<file path="config.mk">
export PLATFORM = sky130hd
export DESIGN_NAME = alu_arbiter_flat
export DESIGN_NICKNAME = d
export VERILOG_FILES = /design/src/rtl/alu_arbiter_if.sv /design/src/rtl/alu_arbiter.sv /design/src/flat_wrapper.sv
export SDC_FILE = /design/constraint.sdc
export NUM_CORES = 1
export LEC_CHECK = 0
export ABC_CLOCK_PERIOD_IN_PS = 2900
export CAP_MARGIN = 20
export CORE_ASPECT_RATIO = 0.6
export CORE_MARGIN = 10
export CORE_UTILIZATION = 39
export CTS_CLUSTER_SIZE = 28
export DETAILED_ROUTE_END_ITERATION = 8
export DONT_BUFFER_PORTS = 1
export PLACE_DENSITY = 0.61
export REMOVE_ABC_BUFFERS = 1
export SLEW_MARGIN = 20
export SYNTH_ARGS = -nofsm -noshare
export SYNTH_HDL_FRONTEND = slang
export SYNTH_SLANG_ARGS = --single-unit
</file>
<file path="constraint.sdc">
create_clock -name clk -period 2.9 [get_ports clk]
set_clock_uncertainty 0.2 [all_clocks]
set_input_delay 0.725 -clock clk [delete_from_list [all_inputs] [get_ports clk]]
set_output_delay 0.725 -clock clk [all_outputs]
set_load 0.02 [all_outputs]
</file>
<file path="src/rtl/alu_arbiter_if.sv">
// rtl/alu_arbiter_if.sv - core request/response and shared logic-unit bus for alu_arbiter
interface alu_arbiter_if #(
    parameter int N_CORES = 4
);
    logic [N_CORES-1:0]   req_valid;
    logic [N_CORES-1:0]   req_ready;
    logic [8*N_CORES-1:0] req_a;
    logic [8*N_CORES-1:0] req_b;
    logic [2*N_CORES-1:0] req_op;
    logic [7:0]           alu_a;
    logic [7:0]           alu_b;
    logic [1:0]           alu_op;
    logic [7:0]           alu_result;
    logic [N_CORES-1:0]   resp_valid;
    logic [7:0]           resp_data;
    logic [N_CORES-1:0]   resp_ack;
    logic [15:0]          ops_done;

    // master is the arbiter; slave is the cores plus the shared logic unit
    modport master (
        input  req_valid, req_a, req_b, req_op, alu_result, resp_ack,
        output req_ready, alu_a, alu_b, alu_op, resp_valid, resp_data, ops_done
    );

    modport slave (
        output req_valid, req_a, req_b, req_op, alu_result, resp_ack,
        input  req_ready, alu_a, alu_b, alu_op, resp_valid, resp_data, ops_done
    );
endinterface

</file>
<file path="src/rtl/alu_arbiter.sv">
// rtl/alu_arbiter.sv - round-robin arbiter and initiator for a shared 8-bit logic unit
module alu_arbiter #(
    parameter int N_CORES = 4,
    parameter int IDX_W   = $clog2(N_CORES)
) (
    input  logic          clk,
    input  logic          reset,
    alu_arbiter_if.master bus
);
    typedef enum logic [1:0] {ST_IDLE, ST_EXEC, ST_RESP} state_t;

    state_t             state_q, state_d;
    logic [IDX_W-1:0]   ptr_q, ptr_d;
    logic [IDX_W-1:0]   gidx_q, gidx_d;
    logic [7:0]         alu_a_q, alu_a_d;
    logic [7:0]         alu_b_q, alu_b_d;
    logic [1:0]         alu_op_q, alu_op_d;
    logic [7:0]         resp_data_q, resp_data_d;
    logic [N_CORES-1:0] resp_valid_q, resp_valid_d;
    logic [15:0]        ops_done_q, ops_done_d;

    logic               any_req;
    logic [IDX_W-1:0]   grant_idx;
    logic [IDX_W-1:0]   cand;
    logic [N_CORES-1:0] grant_oh;
    logic [N_CORES-1:0] cur_oh;
    logic [7:0]         sel_a;
    logic [7:0]         sel_b;
    logic [1:0]         sel_op;
    logic [N_CORES-1:0] ready;

    // Walk from the highest offset down so the lowest offset from ptr wins.
    always_comb begin
        any_req   = |bus.req_valid;
        grant_idx = '0;
        cand      = '0;
        for (int k = N_CORES - 1; k >= 0; k--) begin
            cand = IDX_W'((int'(ptr_q) + k) % N_CORES);
            if (bus.req_valid[cand]) grant_idx = cand;
        end
    end

    always_comb begin
        grant_oh = '0;
        cur_oh   = '0;
        sel_a    = '0;
        sel_b    = '0;
        sel_op   = '0;
        for (int i = 0; i < N_CORES; i++) begin
            grant_oh[i] = (grant_idx == IDX_W'(i));
            cur_oh[i]   = (gidx_q == IDX_W'(i));
            if (grant_idx == IDX_W'(i)) begin
                sel_a  = bus.req_a[8*i +: 8];
                sel_b  = bus.req_b[8*i +: 8];
                sel_op = bus.req_op[2*i +: 2];
            end
        end
    end

    always_comb begin
        state_d      = state_q;
        ptr_d        = ptr_q;
        gidx_d       = gidx_q;
        alu_a_d      = alu_a_q;
        alu_b_d      = alu_b_q;
        alu_op_d     = alu_op_q;
        resp_data_d  = resp_data_q;
        resp_valid_d = resp_valid_q;
        ops_done_d   = ops_done_q;
        ready        = '0;
        case (state_q)
            ST_IDLE: begin
                if (any_req) begin
                    ready    = grant_oh;
                    alu_a_d  = sel_a;
                    alu_b_d  = sel_b;
                    alu_op_d = sel_op;
                    gidx_d   = grant_idx;
                    state_d  = ST_EXEC;
                end
            end
            ST_EXEC: begin
                resp_data_d  = bus.alu_result;
                resp_valid_d = cur_oh;
                state_d      = ST_RESP;
            end
            ST_RESP: begin
                // Only the granted core's ack completes the operation.
                if (bus.resp_ack[gidx_q]) begin
                    resp_valid_d = '0;
                    ptr_d        = (gidx_q == IDX_W'(N_CORES - 1)) ? '0 : gidx_q + IDX_W'(1);
                    ops_done_d   = ops_done_q + 16'd1;
                    state_d      = ST_IDLE;
                end
            end
            default: state_d = ST_IDLE;
        endcase
    end

    always_ff @(posedge clk) begin
        if (reset) begin
            state_q      <= ST_IDLE;
            ptr_q        <= '0;
            gidx_q       <= '0;
            alu_a_q      <= '0;
            alu_b_q      <= '0;
            alu_op_q     <= '0;
            resp_data_q  <= '0;
            resp_valid_q <= '0;
            ops_done_q   <= '0;
        end else begin
            state_q      <= state_d;
            ptr_q        <= ptr_d;
            gidx_q       <= gidx_d;
            alu_a_q      <= alu_a_d;
            alu_b_q      <= alu_b_d;
            alu_op_q     <= alu_op_d;
            resp_data_q  <= resp_data_d;
            resp_valid_q <= resp_valid_d;
            ops_done_q   <= ops_done_d;
        end
    end

    assign bus.req_ready  = ready;
    assign bus.alu_a      = alu_a_q;
    assign bus.alu_b      = alu_b_q;
    assign bus.alu_op     = alu_op_q;
    assign bus.resp_data  = resp_data_q;
    assign bus.resp_valid = resp_valid_q;
    assign bus.ops_done   = ops_done_q;
endmodule

</file>
<file path="src/flat_wrapper.sv">
// flat-port wrapper written by rule: the top's interface ports become plain ports
module alu_arbiter_flat 
#(
    parameter int N_CORES = 4,
    parameter int IDX_W   = $clog2(N_CORES)
)
  (clk, reset, bus_req_valid, bus_req_a, bus_req_b, bus_req_op, bus_alu_result, bus_resp_ack, bus_req_ready, bus_alu_a, bus_alu_b, bus_alu_op, bus_resp_valid, bus_resp_data, bus_ops_done);
  alu_arbiter_if #(.N_CORES(N_CORES)) bus_i ();
  input  logic clk;
  input  logic reset;
  input wire logic [$bits(bus_i.req_valid)-1:0] bus_req_valid;
  input wire logic [$bits(bus_i.req_a)-1:0] bus_req_a;
  input wire logic [$bits(bus_i.req_b)-1:0] bus_req_b;
  input wire logic [$bits(bus_i.req_op)-1:0] bus_req_op;
  input wire logic [$bits(bus_i.alu_result)-1:0] bus_alu_result;
  input wire logic [$bits(bus_i.resp_ack)-1:0] bus_resp_ack;
  output wire logic [$bits(bus_i.req_ready)-1:0] bus_req_ready;
  output wire logic [$bits(bus_i.alu_a)-1:0] bus_alu_a;
  output wire logic [$bits(bus_i.alu_b)-1:0] bus_alu_b;
  output wire logic [$bits(bus_i.alu_op)-1:0] bus_alu_op;
  output wire logic [$bits(bus_i.resp_valid)-1:0] bus_resp_valid;
  output wire logic [$bits(bus_i.resp_data)-1:0] bus_resp_data;
  output wire logic [$bits(bus_i.ops_done)-1:0] bus_ops_done;
  assign bus_i.req_valid = bus_req_valid;
  assign bus_i.req_a = bus_req_a;
  assign bus_i.req_b = bus_req_b;
  assign bus_i.req_op = bus_req_op;
  assign bus_i.alu_result = bus_alu_result;
  assign bus_i.resp_ack = bus_resp_ack;
  assign bus_req_ready = bus_i.req_ready;
  assign bus_alu_a = bus_i.alu_a;
  assign bus_alu_b = bus_i.alu_b;
  assign bus_alu_op = bus_i.alu_op;
  assign bus_resp_valid = bus_i.resp_valid;
  assign bus_resp_data = bus_i.resp_data;
  assign bus_ops_done = bus_i.ops_done;
  alu_arbiter #(.N_CORES(N_CORES), .IDX_W(IDX_W)) u_core (.clk(clk), .reset(reset), .bus(bus_i));
endmodule
</file>
---- Word-level counts from Yosys, hierarchy flattened ----
Index checks and enable logic that the tools add are counted.
cells by class
  $add $sub $neg .......................... 5
  $lt $le $gt $ge ......................... 5
  equal/unequal tests ..................... 10
  mux-type cells .......................... 34
  reductions and logical operators ........ 9
operator list
  operator                                                    number
  two-way mux 8 bit                                           8
  two-way mux 2 bit                                           11
  adder 16 x 1 -> 16 bit, second input constant               1
  less-than comparator 2 x 3 -> 1 bit, second input constant  5
  two-way mux 4 bit                                           3
  binary-select mux 1 bit (select 2 bit)                      5
  equality test 2 bit, second input constant                  5
  one-hot mux 4 bit (2 select lines)                          1
  AND reduction 2 bit                                         4
  equality test 2 x 1 -> 1 bit, second input constant         3
  zero test 2 bit                                             3
  one-hot mux 2 bit (3 select lines)                          1
  two-way mux 1 bit                                           5
  adder 2 x 1 -> 2 bit, second input constant                 2
  adder 2 bit, second input constant                          2
  inequality test 2 x 1 -> 1 bit, second input constant       2
  OR reduction 4 bit                                          1
  nonzero test 2 bit                                          1
word-level totals
  flip-flop bits (word level) ............. 52
  input bits .............................. 90
  output and inout bits ................... 50
  word-level logic and storage cells ...... 72

---- Longest topological paths before layout ----
  depth after elaboration ................. 12
  mapped depth ............................ 8

---- Worst setup path before layout ----
OpenSTA, ideal clock, no wires.
  path type ............................... input to output
  start ................................... input bus_req_valid[2]
  end ..................................... output bus_req_ready[0]
  data arrival time ....................... 2.138 ns
  required time ........................... 1.975 ns
  slack ................................... -0.163 ns
  stages on the path ...................... 7
  cell sequence ........................... nor2b_1 -> nor4_4 -> or2_1 -> buf_4 -> buf_12 -> buf_12 -> nor3_1
between the ends
  cells in the longest elaborated chain, start to end .. 9
  elaborated cells between the ends (all ways) .. 16
  classes of those cells .................. mux: 14; reduce/logical: 2
RTL lines
  item                                     RTL line            RTL
  start, declared                          flat_wrapper.sv:11  input wire logic [$bits(bus_i.req_valid)-1:0] bus_req_valid;
  binary-select mux 1 bit (select 2 bit)   alu_arbiter.sv:39   if (bus.req_valid[cand]) grant_idx = cand;
  two-way mux 1 bit (not written as such)  alu_arbiter.sv:39
  two-way mux 2 bit (4 in series)          alu_arbiter.sv:39
  zero test 2 bit                          alu_arbiter.sv:50   grant_oh[i] = (grant_idx == IDX_W'(i));
  two-way mux 4 bit (*)                    alu_arbiter.sv:73   if (any_req) begin
  two-way mux 4 bit (*)                    alu_arbiter.sv:71   case (state_q)
  end, declared                            flat_wrapper.sv:17  output wire logic [$bits(bus_i.req_ready)-1:0] bus_req_ready;
Every way passes the cells marked *; elsewhere a longest branch is shown, timed or not. The select of a mux whose other input is x is not followed.

---- Final worst setup path ----
Same ends and word-level chain as after synthesis.

==> results.md <==
* Status: finished clean
* DRC at 0
* Drt pass-1 iters at 4
* Worst Tran Pin Value at roughly 0.82 ns
* Vias per cell at about 5.6
* Hold path depth at 1
* Area leader, netlist: dfxtp_1
* Adder-cell share of the synthesized area at 0.0234
* Synthesized flop and latch total at 52
* Number of library cell types mapped by synthesis at 45
* RSZ-0062 raised after global routing: no
* Largest stage delay on the critical path at ~0.42 ns
* Slowest stage cell on the critical path: o32a_1
* XOR/XNOR share of the synthesized area at 0.0327
* Worst Hold End: u_core.bus.resp_data[4]$_SDFFE_PP0P_
* Die Ht at about 84 µm
* Final WS setup at 0.112 ns
* Critical path arrival at about 1.9 ns
* Final setup violation count at 0
* Congestion Overflow GR at 0
* Required @ worst endpoint at between 1.5 and 2 ns
* Multiplexer area fraction after synthesis at 0.124
* Buf/Inv on CP at 1
* Layout filler cell count at about 670
* Simple-Gate Fraction of Synth Area at 0.239
* Cell family with most CP delay: compound AO/OA/AOI/OAI gates
* Worst reg2reg path endpoint: u_core.bus.alu_op[1]$_SDFFE_PP0P_
* Minimum clock period at approximately 2.8 ns
* Post-synthesis async set-or-reset flop share at 0
* Avg Cell Area, Syn at slightly above 9 µm²
* Post-Layout Cell Count at between 300 and 400
* DP Cell Count at between 300 and 400
* Final Power at about 0.0018 W
* Origin of the critical flop-to-flop path: u_core.state_q[1]$_SDFFE_PP0P_
* Lkg Pwr at ~1.0 nW
* CTS root buf: clkbuf_16
* Setup TNS at 0 ns
* Clock slew at reported path FFs at roughly 0.060 ns
* Final period utilization at 0.961
* FF-to-FF path depth at 6
* I/O pin count at 140
* Final net count at around 390
* Drt wl/cell at 20.2 µm
* Gr usage total at 0.134
* Slew headroom at 0.450
* CP endpoint kind: output port
* Count of final hold-check violations at 0
* Clk buf depth at 2
* CTS tree: done
* CTS buffer count at 5
* Register area share after synthesis at 0.389
* Hold buffers post-CTS at 0
* Clk sinks at 52
* Synthesis-to-layout area growth at 9.49%
* Core area at 6680 µm²
* Die Wd at 127 µm
* Die Area at 10700 µm²
* DR iter-0 viols at 140
* Final hold slack at a little over 0.3 ns
* Max-slew violations at 0
* DP HPWL at roughly 6000 µm
* Max Cap Viol at 0
* Fmax at about 360 MHz
* Post-route ant nets at 0
* Port Buffers at 0
* HP Start: reset
* Yosys warns at 0
* Vias in the first global route at approximately 2100
* Worst R2R Setup Slack at approximately 0.58 ns
* Skew-Pair Late Insertion Delay at between 0.2 and 0.3 ns
* Most area-consuming cells after synthesis: dfxtp_1, mux2i_1, o221ai_1, nand3_1, nand2_1
* Synth Area in Compound Gates at 0.139
* EDFF count, synth at 0
* Synth Instances at just under 300
* Initial antenna violation count at 1
* Worst slack, placed at a little under 0.1 ns
* Initial Util at 0.401
* Main synth FF type: dfxtp_1
* Largest net degree at the start of global routing at 39
* Peak VDD IR at a little over 300 µV
* CP cell instances: nor2b_1 > a21boi_4 > o32a_1 > nor3_1 > buf_4
* Area fraction of the dominant cell type after synthesis at 0.389
* Mapped Area at around 2700 µm²
* Worst min path class: primary input to flop
* Post-CTS Setup Inserts at 0
* Post_cts resized at 0
* Rows at 23
* Cell Pwr Density at ~630 nW/µm²
* Global-route wire length before repair at approximately 12000 µm
* Crit Path Max Fanout at 5
* Largest family of logic cells by synthesized area: simple AND/OR/NAND/NOR gates
* CTS HTree Levels at 2
* Vias at between 2000 and 2500
* Placer Congestion at around 0.73
* Share of post-route cells with drive strength above 1 at 0.106
* Crit start category: primary input
* Critical path class: primary input to output port
* Final wirelength at 7690 µm
kinds of logic after synthesis:
| kind of cell | count (synthesis) |
|---|---|
| AO/OA/AOI/OAI | 52 |
| buffers and inverters | 23 |
| XOR/XNOR | 10 |
| flip-flops | 52 |
| AND/OR/NAND/NOR | 118 |
| multiplexers | 32 |
| adder cells (fa/ha/maj) | 5 |
layer usage:
metal | vias to the layer above | share of wire | global-route usage
met5 | - | 0 | 0
met3 | 6 | 0.075 | 0.0540
met4 | 0 | 0.0079 | 0.0299
li1 | 1069 | - | -
met2 | 55 | 0.49 | 0.216
met1 | 1019 | 0.43 | 0.165
power by group:
group,internal [W],switching (W)
Clock,0.000454,0.000249
Sequential,0.000768,0.000103
Combinational,0.000113,0.000145
Total,0.00134,0.000497
through the flow:
stage / instance area, µm² / util
2_1_floorplan: 2550 / -
3_3_place_gp: 2750 / 0.411
3_5_place_dp: 2750 / 0.411
4_1_cts: 2930 / 0.439
5_1_grt: 2930 / 0.439
6_report: 2930 / 0.439
worst max path at each step:
stage	start	endpoint	slack [ns]	cells after the start
after floorplan	bus_req_valid[2]	bus_req_ready[1]	-0.97	5
after global placement	bus_req_valid[2]	bus_req_ready[0]	0.09	5
after detailed placement	bus_req_valid[2]	bus_req_ready[0]	0.1	5
after CTS	bus_req_valid[2]	bus_req_ready[0]	0.1	5
after global routing	bus_req_valid[2]	bus_req_ready[0]	0.05	5
final	bus_req_valid[2]	bus_req_ready[0]	0.11	5
Yosys cell counts (3+ instances only):
cell / n
inv_1: 5
o221ai_1: 15
nor3_1: 4
xor2_1: 5
nor4_1: 6
nor3b_1: 3
ha_1: 5
mux2i_1: 31
xnor2_1: 5
a2111oi_0: 3
dfxtp_1: 52
or3_1: 5
a21oi_1: 22
nor2_1: 19
o21ai_0: 5
nand2_1: 30
nand4_1: 4
nor2b_1: 3
nand3_1: 23
buf_2: 3
o41ai_1: 3
clkbuf_1: 8
nand2b_1: 5
placed cells by master (no fill, tap or decap), types with 2 or more instances in the layout:
cell	n
xor2_1	5
or3_1	5
ha_1	5
nand4_1	4
nand2b_1	5
and2b_4	2
a2111oi_0	3
o41ai_1	3
nand3_1	23
clkbuf_16	5
inv_1	5
o21ai_0	5
clkbuf_8	2
nor4_1	6
nor2_1	19
a21oi_1	22
dfxtp_1	52
buf_4	11
nand2_1	30
nor2b_1	3
and3_1	2
nor3b_1	3
mux2i_1	31
o221ai_1	15
xnor2_1	5
nor3_1	4
and3b_1	2
final cells by class:
class	instances	area [µm²]	area share
clock inverters	1	30.0	0.0102
repair buffers	11	82.6	0.0282
flip-flops and latches	52	1040	0.355
diodes	1	2.50	0.000854
clock buffers	7	153	0.0521
well taps	87	109	0.0371
inverters	5	18.8	0.00640
multi-input cells	217	1500	0.510
registers in the layout, summed over array words and instances, names as in the netlist:
signal	flops
u_core.gidx_q	2
u_core.state_q	2
u_core.ptr_q	2
u_core.bus.resp_data	8
u_core.bus.alu_a	8
u_core.bus.resp_valid	4
u_core.bus.alu_op	2
u_core.bus.alu_b	8
u_core.bus.ops_done	16
Power figures use the tool's default switching activity.
